[src/rtl/mem_stage_ctrl.sv]
// rtl/mem_stage_ctrl.sv - memory-stage controller: stack pointer, 16/32-bit accesses over a 16-bit req/ack port
module mem_stage_ctrl #(
    parameter int WbSize   = 2,
    parameter int MemSize  = 9,
    parameter int flagSize = 4,
    parameter int AddrSize = 20,
    parameter logic [AddrSize-1:0] SpInit = 20'hFFFFF
) (
    input  logic                clk,
    input  logic                rst,
    input  logic [MemSize-1:0]  i_Mem,
    input  logic [WbSize-1:0]   i_WB,
    input  logic [31:0]         i_pc,
    input  logic [2:0]          i_Rdst,
    input  logic [15:0]         i_alu,
    input  logic [15:0]         i_read_data1,
    input  logic [flagSize-1:0] i_flag,
    input  logic                i_mem_ack,
    input  logic [15:0]         i_mem_rdata,
    output logic                o_mem_req,
    output logic                o_mem_we,
    output logic [AddrSize-1:0] o_mem_addr,
    output logic [15:0]         o_mem_wdata,
    output logic                o_stall,
    output logic [WbSize-1:0]   o_WB,
    output logic [2:0]          o_Rdst,
    output logic [15:0]         o_alu,
    output logic [flagSize-1:0] o_flag,
    output logic [31:0]         o_mem_data,
    output logic [AddrSize-1:0] o_sp
);

    typedef enum logic [1:0] {S_IDLE, S_ACC1, S_ACC2} state_t;

    state_t                r_state, w_next;
    logic [AddrSize-1:0]   r_sp;
    logic [WbSize-1:0]     r_wb;
    logic [2:0]            r_rdst;
    logic [15:0]           r_alu;
    logic [flagSize-1:0]   r_flag;
    logic                  r_wide, r_we, r_stack;
    logic [15:0]           r_pc_lo;
    logic                  r_req, r_mem_we;
    logic [AddrSize-1:0]   r_addr;
    logic [15:0]           r_wdata;

    logic                  w_rd, w_wr, w_stack, w_wide, w_pcsrc, w_op;
    logic                  w_final, w_done;
    logic [AddrSize-1:0]   w_one, w_step, w_first_addr, w_second_addr;
    logic [15:0]           w_first_wdata;
    logic                  w_unused;

    assign w_rd     = i_Mem[0];
    assign w_wr     = i_Mem[1];
    assign w_stack  = i_Mem[2];
    assign w_wide   = i_Mem[3];
    assign w_pcsrc  = i_Mem[4];
    assign w_op     = w_rd | w_wr;
    assign w_unused = ^i_Mem[MemSize-1:5];

    assign w_one  = {{(AddrSize-1){1'b0}}, 1'b1};
    assign w_step = {{(AddrSize-2){1'b0}}, r_wide, ~r_wide};

    // Push starts at SP and walks down; pop starts at SP+1 and walks up.
    assign w_first_addr  = w_stack ? (w_wr ? r_sp : r_sp + w_one)
                                   : {{(AddrSize-16){1'b0}}, i_alu};
    assign w_second_addr = (r_stack & r_we) ? r_addr - w_one : r_addr + w_one;
    assign w_first_wdata = w_wide ? i_pc[31:16] : (w_pcsrc ? i_pc[15:0] : i_read_data1);

    always_comb begin
        w_next  = r_state;
        w_final = 1'b0;
        case (r_state)
            S_IDLE: if (w_op) w_next = S_ACC1;
            S_ACC1: begin
                w_final = ~r_wide;
                if (i_mem_ack) w_next = r_wide ? S_ACC2 : S_IDLE;
            end
            S_ACC2: begin
                w_final = 1'b1;
                if (i_mem_ack) w_next = S_IDLE;
            end
            default: w_next = S_IDLE;
        endcase
        w_done  = i_mem_ack & w_final;
        o_stall = ((r_state == S_IDLE) & w_op) | ((r_state != S_IDLE) & ~w_done);
    end

    always_ff @(posedge clk) begin
        if (!rst) r_state <= S_IDLE;
        else      r_state <= w_next;
    end

    always_ff @(posedge clk) begin
        if (!rst) begin
            r_sp       <= SpInit;
            r_wb       <= '0;
            r_rdst     <= '0;
            r_alu      <= '0;
            r_flag     <= '0;
            r_wide     <= 1'b0;
            r_we       <= 1'b0;
            r_stack    <= 1'b0;
            r_pc_lo    <= '0;
            r_req      <= 1'b0;
            r_mem_we   <= 1'b0;
            r_addr     <= '0;
            r_wdata    <= '0;
            o_WB       <= '0;
            o_Rdst     <= '0;
            o_alu      <= '0;
            o_flag     <= '0;
            o_mem_data <= '0;
        end else begin
            case (r_state)
                S_IDLE: begin
                    if (w_op) begin
                        r_wb     <= i_WB;
                        r_rdst   <= i_Rdst;
                        r_alu    <= i_alu;
                        r_flag   <= i_flag;
                        r_wide   <= w_wide;
                        r_we     <= w_wr;
                        r_stack  <= w_stack;
                        r_pc_lo  <= i_pc[15:0];
                        r_req    <= 1'b1;
                        r_mem_we <= w_wr;
                        r_addr   <= w_first_addr;
                        r_wdata  <= w_first_wdata;
                        o_WB     <= '0;
                    end else begin
                        o_WB       <= i_WB;
                        o_Rdst     <= i_Rdst;
                        o_alu      <= i_alu;
                        o_flag     <= i_flag;
                        o_mem_data <= '0;
                    end
                end
                S_ACC1: begin
                    if (i_mem_ack) begin
                        o_mem_data <= r_we ? 32'h0 : {16'h0, i_mem_rdata};
                        if (r_wide) begin
                            r_addr  <= w_second_addr;
                            r_wdata <= r_pc_lo;
                        end
                    end
                end
                S_ACC2: begin
                    if (i_mem_ack) o_mem_data[31:16] <= r_we ? 16'h0 : i_mem_rdata;
                end
                default: ;
            endcase

            // Final ack: retire the op for exactly one cycle and settle SP.
            if (w_done) begin
                r_req  <= 1'b0;
                o_WB   <= r_wb;
                o_Rdst <= r_rdst;
                o_alu  <= r_alu;
                o_flag <= r_flag;
                if (r_stack) r_sp <= r_we ? r_sp - w_step : r_sp + w_step;
            end
        end
    end

    assign o_mem_req   = r_req;
    assign o_mem_we    = r_mem_we;
    assign o_mem_addr  = r_addr;
    assign o_mem_wdata = r_wdata;
    assign o_sp        = r_sp;

endmodule

[config.mk]
export PLATFORM = sky130hd
export DESIGN_NAME = mem_stage_ctrl
export DESIGN_NICKNAME = d
export VERILOG_FILES = /design/src/rtl/mem_stage_ctrl.sv
export SDC_FILE = /design/constraint.sdc
export NUM_CORES = 1
export LEC_CHECK = 0
export ABC_AREA = 1
export BUFFER_PORTS_ARGS = -buffer_cell sky130_fd_sc_hd__buf_2
export CAP_MARGIN = 0
export CORE_MARGIN = 8
export CORE_UTILIZATION = 43
export DETAILED_ROUTE_END_ITERATION = 8
export GPL_TIMING_DRIVEN = 0
export PLACE_DENSITY = 0.66
export SLEW_MARGIN = 20
export SYNTH_ARGS = -nofsm -noshare
export SYNTH_HDL_FRONTEND = slang
export SYNTH_SLANG_ARGS = --single-unit
[constraint.sdc]
create_clock -name clk -period 5.6 [get_ports clk]
set_clock_uncertainty 0.1 [all_clocks]
set_input_delay 0.56 -clock clk [delete_from_list [all_inputs] [get_ports clk]]
set_output_delay 0.56 -clock clk [all_outputs]
set_load 0.005 [all_outputs]
==> impl_metrics.toml <==
[status]
status = "finished, final reports clean"

[cells_and_area]
syn_to_final_growth_pct = 21.3
layout_commonest_cell = "nand2_1"
utilization = 0.528
final_nets = 1806
final_cell_mix = "307 x nand2_1, 225 x buf_2, 214 x nor2_1"
drive_gt1_frac = 0.170

[global_route]
grtUsageTotal = 0.248
grt-ovfl-total = 0
grt_pass1_wl_mm = 53.2
grt_max_degree = 24
antenna_found_initial = 4
first_global_vias = 10200

[cts]
clkTransAtPathRegs_ps = 80
cts-root-buf = "clkbuf_16"
htreeDepth = 4
cts_inserted_buffers = 17
clock_path_buffers = 2
cts_tree = "yes"
cts_setup_buffers = 0
clock_latency_ps = 430
cts_resized = 0
cts_hold_repair.buffers = 0
clock_sinks = 160

[logic_synthesis]
ys_ff_latch = 160
synthArstFlopShare = 0
synth_warnings = 0
synth_flop_cell = "dfxtp_1"
ys_types = 43
synth_edf_count = 0
synth_area_um2 = 9450
seq_area_frac_synth = 0.339
syn_inst = 1451
synth_nets = 1578
avgSynthCellArea_um2 = 6.51

[sta]
setup-violations-final = 0
rsz0062_at_grt = "no"
tns_ps = 0
finalHoldViolCount = 0
relSlewSlack = 0.469
finalCritPeriodShare = 0.655
finalCriticalPeriod_ps = 3670
clock.fmax_ghz = 0.273
slew_violations = 0
tightestPinTransition_ps = 794

[power]
pwr-share-seq = 0.314
p_int_w = 0.00307
power_switching_w = 0.00258
p_clk_frac = 0.211
p_sw_frac = 0.457
p_comb_frac = 0.475
p_leak_nw = 5.52
power.density_nw_per_um2 = 493
ir_drop_mv = 0.207

[worst_setup_path]
cp.required_ps = 5810
crit_buf_inv = 3
path_cells = "buf_4, inv_1, clkbuf_1, nor2_1, fa_1, nand3_1, nand2_1, a21oi_1, o21ai_0, a21oi_1, o21ai_0, nand2_1"
slowest_delay_ps = 740
slowest_stage = "dfxtp_2"
crit_path_end_kind = "flip-flop"
cp.arrival_ps = 3870
path_class = "flip-flop to flip-flop"
path_delay_family = "compound AO/OA/AOI/OAI gates"
cp-start-kind = "flip-flop"
path_max_fanout = 23

[floorplan]
ios = 217
dieWidth_um = 164
die_y_um = 164
rows = 54
initial_core_util = 0.436
die_area_um2 = 27000
coreArea_um2 = 21700

[routing]
drtAntennaViolNets = 0
dr.first_iter.drc_count = 818
remaining_drc_errors = 0
drt_wl_total_mm = 33.9
wl_per_cell_um = 17.2
drt_first_pass_iters = 5
vias = 10800
viasPerCell = 5.46

[placement]
gp_congestion = 0.948
post-dp-hpwl_mm = 27.1
place.port_buffers = 209

[flow_run]
cap_viol_max_count = 0

[hold_path]
hold_path_class = "input pin to flip-flop"
worst paths after layout:
| kind | startpoint | end | slack (ps) | cells after the start |
|---|---|---|---|---|
| setup / recovery | o_mem_we | o_sp[12] | 1930 | 12 |
| hold / removal | i_flag[2] | r_flag[2] | 270 | 3 |
| setup reg to reg | o_mem_we | o_sp[12] | 1930 | 12 |
| hold reg to reg | o_mem_data[23] | o_mem_data[23] | 360 | 2 |
area by class of cell:
type | count | area [um^2]
diodes | 1 | 2.50
plain buffers | 82 | 350
clock buffers | 17 | 425
clock inverters | 15 | 186
fillers | 2199 | 10200
inverters | 132 | 495
multi-input cells | 1077 | 5400
flip-flops and latches | 160 | 3200
well taps | 280 | 350
repair buffers | 209 | 1050
flip-flops by register name, indices dropped and copies added (netlist names), 4 cells and up:
name         flops
o_mem_data      32
o_mem_addr      20
o_sp            20
o_alu           16
o_mem_wdata     16
r_alu           16
r_pc_lo         16
o_flag           4
r_flag           4
Yosys cell counts, drive strengths merged, types with 3 or more instances:
library cell | n | area, um^2
o311ai | 16 | 140
clkinv | 3 | 11.3
xnor2 | 4 | 35.0
o21ai | 130 | 651
a41oi | 5 | 43.8
nand2 | 316 | 1210
ha | 25 | 313
dfxtp | 160 | 3200
a211oi | 34 | 255
inv | 129 | 484
nor2 | 222 | 853
a21oi | 94 | 470
clkbuf | 57 | 214
nand4 | 8 | 50.1
buf | 25 | 136
xor2 | 15 | 131
o211ai | 26 | 195
nor3 | 10 | 55.1
nand3 | 103 | 521
a31oi | 46 | 288
o21bai | 8 | 60.1
tightest hold or removal path, delay by kind of cell:
family | cells | cell delay (ps)
AND/OR/NAND/NOR | 2 | 120
buffers and inverters | 1 | 90
routing by layer:
metal / up-vias / wire length [um] / track usage
met5: - / 27 / 0
met4: 4 / 690 / 0.0769
met3: 58 / 3140 / 0.0642
met2: 480 / 15500 / 0.407
met1: 4880 / 14600 / 0.312
li1: 5345 / - / -
power by group through the flow:
stage               combinational (W)  sequential, W  clock, W
CTS                           0.00266        0.00177   0.00121
floorplan                     0.00174        0.00173         0
global route                  0.00302        0.00182   0.00126
detailed placement            0.00265        0.00179         0
finish                        0.00269        0.00177   0.00119
global placement              0.00262        0.00179         0
per-stage QoR:
stage,instance area (um^2),std cells,setup slack (ps),hold WS [ps],total power [W]
final,11500,1973,1930,269,0.00565
after global routing,11500,1972,1690,267,0.00609
after detailed placement,10800,1940,1640,350,0.00443
after CTS,11500,1972,1630,258,0.00564
after global placement,10800,1940,1670,343,0.00440
after floorplan,9450,1451,2710,348,0.00348
cell families (layout without fill, tap and decap cells):
family,count (synthesis),after routing,share of synthesized area
xor+xnor,19,19,0.0176
simple gates,666,666,0.290
fa+ha+maj,26,26,0.0352
flops,160,160,0.339
buf+inv,214,455,0.0895
other cells,0,1,0
compound gates,366,366,0.229
No activity file was read; power rests on OpenSTA's default activity.
